[config.mk]
export PLATFORM = sky130hd
export DESIGN_NAME = rr_mutex_arbiter
export DESIGN_NICKNAME = d
export VERILOG_FILES = /design/src/rtl/rr_mutex_arbiter.sv
export SDC_FILE = /design/constraint.sdc
export NUM_CORES = 1
export LEC_CHECK = 0
export ABC_CLOCK_PERIOD_IN_PS = 3120
export BUFFER_PORTS_ARGS = -buffer_cell sky130_fd_sc_hd__buf_2
export CORE_AREA = 2 2 67 69
export CTS_CLUSTER_SIZE = 10
export DETAILED_ROUTE_END_ITERATION = 16
export DIE_AREA = 0 0 69 71
export GPL_ROUTABILITY_DRIVEN = 0
export GPL_TIMING_DRIVEN = 0
export PLACE_DENSITY = 0.73
export SETUP_SLACK_MARGIN = 0.02
export SYNTH_ARGS = -nofsm -noshare
export SYNTH_HDL_FRONTEND = slang
export SYNTH_SLANG_ARGS = --single-unit
[constraint.sdc]
create_clock -name clk -period 3.12 [get_ports clk]
set_input_delay 0.624 -clock clk [delete_from_list [all_inputs] [get_ports clk]]
set_output_delay 0.624 -clock clk [all_outputs]
set_load 0.005 [all_outputs]
[src/rtl/rr_mutex_arbiter.sv]
// Round-robin mutex arbiter: lends one single-thread datapath to N_REQ
// requesters, one operation at a time, and routes each result to its owner.
module rr_mutex_arbiter #(
  parameter  int unsigned N_REQ = 2,
  parameter  int unsigned DW    = 32,
  localparam int unsigned IW    = $clog2(N_REQ)
) (
  input  logic                clk,
  input  logic                rst_n,
  input  logic [N_REQ-1:0]    req_valid,
  output logic [N_REQ-1:0]    req_ready,
  input  logic [N_REQ*DW-1:0] req_data,
  output logic                dp_valid,
  input  logic                dp_ready,
  output logic [DW-1:0]       dp_data,
  input  logic                dp_rsp_valid,
  output logic                dp_rsp_ready,
  input  logic [DW-1:0]       dp_rsp_data,
  output logic [N_REQ-1:0]    rsp_valid,
  input  logic [N_REQ-1:0]    rsp_ready,
  output logic [DW-1:0]       rsp_data,
  output logic                busy,
  output logic [IW-1:0]       owner
);

  typedef enum logic [1:0] {
    S_IDLE  = 2'd0,
    S_ISSUE = 2'd1,
    S_WAIT  = 2'd2
  } state_t;

  state_t          r_state;
  logic [IW-1:0]   r_owner;
  logic [IW-1:0]   r_ptr;

  logic            w_any;
  logic            w_hi_found;
  logic            w_lo_found;
  logic [IW-1:0]   w_hi_idx;
  logic [IW-1:0]   w_lo_idx;
  logic [IW-1:0]   w_winner;
  logic            w_own_valid;
  logic            w_own_rsp_ready;
  logic [DW-1:0]   w_own_data;
  logic            w_cmd_fire;
  logic            w_rsp_fire;

  // Round-robin pick: first valid at or above ptr, else first valid from 0.
  always_comb begin
    w_any      = |req_valid;
    w_hi_found = 1'b0;
    w_lo_found = 1'b0;
    w_hi_idx   = '0;
    w_lo_idx   = '0;
    for (int unsigned i = 0; i < N_REQ; i++) begin
      if (req_valid[i] && (IW'(i) >= r_ptr) && !w_hi_found) begin
        w_hi_found = 1'b1;
        w_hi_idx   = IW'(i);
      end
      if (req_valid[i] && !w_lo_found) begin
        w_lo_found = 1'b1;
        w_lo_idx   = IW'(i);
      end
    end
    w_winner = w_hi_found ? w_hi_idx : w_lo_idx;
  end

  // Select the current owner's command and response-ready lanes.
  always_comb begin
    w_own_valid     = 1'b0;
    w_own_rsp_ready = 1'b0;
    w_own_data      = '0;
    for (int unsigned i = 0; i < N_REQ; i++) begin
      if (IW'(i) == r_owner) begin
        w_own_valid     = req_valid[i];
        w_own_rsp_ready = rsp_ready[i];
        w_own_data      = req_data[i*DW +: DW];
      end
    end
    w_cmd_fire = (r_state == S_ISSUE) && w_own_valid && dp_ready;
    w_rsp_fire = (r_state == S_WAIT) && dp_rsp_valid && w_own_rsp_ready;
  end

  // Lock FSM: grant in IDLE, hold through command issue and result return.
  always_ff @(posedge clk or negedge rst_n) begin
    if (!rst_n) begin
      r_state <= S_IDLE;
      r_owner <= '0;
      r_ptr   <= '0;
    end else begin
      case (r_state)
        S_IDLE: begin
          if (w_any) begin
            r_owner <= w_winner;
            r_state <= S_ISSUE;
          end
        end
        S_ISSUE: begin
          if (w_cmd_fire) r_state <= S_WAIT;
        end
        S_WAIT: begin
          if (w_rsp_fire) begin
            r_state <= S_IDLE;
            r_ptr   <= (r_owner == IW'(N_REQ-1)) ? '0 : r_owner + IW'(1);
          end
        end
        default: r_state <= S_IDLE;
      endcase
    end
  end

  // Handshake steering; everything collapses to zero whenever state is IDLE.
  always_comb begin
    req_ready    = '0;
    dp_valid     = 1'b0;
    dp_data      = '0;
    dp_rsp_ready = 1'b0;
    rsp_valid    = '0;
    rsp_data     = '0;
    case (r_state)
      S_ISSUE: begin
        dp_valid = w_own_valid;
        dp_data  = w_own_data;
        for (int unsigned i = 0; i < N_REQ; i++) begin
          req_ready[i] = (IW'(i) == r_owner) && dp_ready;
        end
      end
      S_WAIT: begin
        rsp_data     = dp_rsp_data;
        dp_rsp_ready = w_own_rsp_ready;
        for (int unsigned i = 0; i < N_REQ; i++) begin
          rsp_valid[i] = (IW'(i) == r_owner) && dp_rsp_valid;
        end
      end
      default: ;
    endcase
  end

  assign busy  = (r_state != S_IDLE);
  assign owner = r_owner;

endmodule

==> out/results.tsv <==
metric	value	unit
grt_pass1_vias	1459	
final_nets	423	
clk_path_buf_depth	2	
row_count	24	
reg2reg_depth	4	
root_buffer	clkbuf_8	
grt_util_all_layers	15.52	%
holdWs	0.2046	ns
avgSynthCellArea	7.102	um^2
antenna_found_initial	0	
ff2ff_setup_slack	1.95	ns
post_cts_buffers	0	
hold_path_class	in2async	
fin_crit_sh	66.44	%
fp.coreArea	0.004204	mm^2
p_leak	1.305	nW
cp_max_fo	10	
drt_iter0_markers	27	
ioPinCount	176	
grt_pass1_wl	6389	um
cpMostUsedCell	buf_6	
power_density	638.0	mW/mm^2
grt_max_degree	11	
dieArea	0.004899	mm^2
outcome	finished clean	
worst-path-stages	6	
yosysUniqueCellTypes	21	
crit_buf_inv	4	
clock-sinks	4	
crit_required	2.50	ns
rsz0062_at_grt	false	
slew_headroom	80.32	%
synth_edf_count	0	
synthCells	139	
dpl.cell_count	366	
setup_viol	0	
cts_hold_repair.buffers	0	
avgRoutedWirePerCell	11.40	um
cts_max_level	1	
fin_tns_setup	0	ns
die_h	71	um
crit_start	owner$_DFFE_PN0P_	
synthArstFlopShare	100.0	%
synth_seq_cells	4	
reg2reg_from	r_state[1]$_DFFE_PN0P_	
start_util	23.48	%
drv_cap	0	
r2r_end	r_state[1]$_DFFE_PN0P_	
synth_nets	243	
netlist_area	987.2	um^2
layout-drive-gt1-share	60.57	%
cp_data_arrival_time	1.45	ns
end_kind	primary output	
area_growth	99.49	%
tightest_slew	0.2952	ns
clk_pin_slew_worst_paths	0.03	ns
routed_via_density	4.379	
drtPass1Iterations	4	
post-route-util	46.85	%
synthFlopType	dfrtp_1	
finalPower	1.256	mW
worstSetupPathType	reg2out	
clock_skew	0.001981	ns
clk_latency	0.22	ns
ys_seq_area_share	10.14	%
dpl_worst_slack	1.184	ns
crit_end	dp_data[22]	
fin_crit	2.073	ns
hold_violations	0	
dpl-instance-area	0.001928	mm^2
ir_drop	0.0001653	V
overflow	0	
layout_common_cells	buf_2 (181), nor2_1 (35), mux2i_1 (33), and2_1 (33)	
fmax	482.4	MHz
path_cells	buf_6 > buf_6 > buf_6 > mux2i_1 > nor2_1 > buf_2	
setup_ws	1.047	ns
antennaDiodeCount	0	
drcViolationCount	0	
crit_family	buffers and inverters	
slew_violations	0	
cts_tree	done	
cts_buffers	3	
slowest_stage	dfrtp_1	
final_common_cell	buf_2	
cp-start-kind	flip-flop	
yosys_warnings	0	
die_w	69	um
route.vias.total	1616	
drt_wl_total	4206	um
fin_area	0.001969	mm^2
slowest_delay	0.34	ns
portBuffers	175	
layout.cells.non_filler	369	
place_hpwl	3637	um
antenna_left	0	
cts.repair.resized	0	
-- logic make-up after synthesis --
| kind of cell | count (synthesis) | share of synthesized area, % |
|---|---|---|
| flip-flops | 4 | 10.14 |
| AO/OA/AOI/OAI | 7 | 4.815 |
| AND/OR/NAND/NOR | 81 | 41.82 |
| multiplexers | 34 | 34.98 |
| buffers and inverters | 13 | 8.238 |
-- synth_stat cells (3+ instances only) --
cell type	count	area, um^2
and2_1	33	206.5
buf_2	6	30.03
buf_6	3	33.78
dfrtp_1	4	100.1
mux2i_1	33	330.3
nand2_1	4	15.01
nor2_1	35	131.4
-- registers in the layout, summed over array words and instances, names as in the netlist --
name     flops
r_ptr        1
r_state      2
owner        1
-- report_power, final --
part	internal, mW	switching [mW]
logic	0.531	0.516
registers	0.0720	0.0288
clock network	0.0823	0.0270
-- how the worst min path moves through the flow --
stage | cells past startpoint | endpoint | start | slack, ns
2_1_floorplan | 0 | owner$_DFFE_PN0P_ | rst_n | 0.33
3_3_place_gp | 1 | owner$_DFFE_PN0P_ | rst_n | 0.43
3_5_place_dp | 1 | owner$_DFFE_PN0P_ | rst_n | 0.43
4_1_cts | 1 | r_state[1]$_DFFE_PN0P_ | rst_n | 0.21
5_1_grt | 1 | owner$_DFFE_PN0P_ | rst_n | 0.20
6_report | 1 | r_state[1]$_DFFE_PN0P_ | rst_n | 0.20
-- worst reg2reg max path, delay by kind of cell (launching register included) --
kind,cells,cell delay (ns)
buffers and inverters,1,0.21
DFF,1,0.44
and+or+nand+nor,2,0.34
AOI/OAI and AO/OA,1,0.11
-- layer usage --
metal | part of all wire, % | global-route usage (%) | routed length, um | vias up
li1 | - | - | - | 814
met1 | 36 | 16.70 | 1508 | 695
met2 | 54 | 30.56 | 2264 | 104
met3 | 9.9 | 3.704 | 418 | 3
met4 | 0.36 | 3.268 | 15 | 0
met5 | 0 | 0 | 0 | -
-- final cells by class --
type	count	area (um^2)
plain buffers	11	73.82
clock buffers	3	41.29
fillers	438	2235
inverters	2	7.507
multi-input cells	122	805.8
flip-flops and latches	4	100.1
well taps	52	65.06
repair buffers	175	875.8
(Power assumes the default switching activity.)
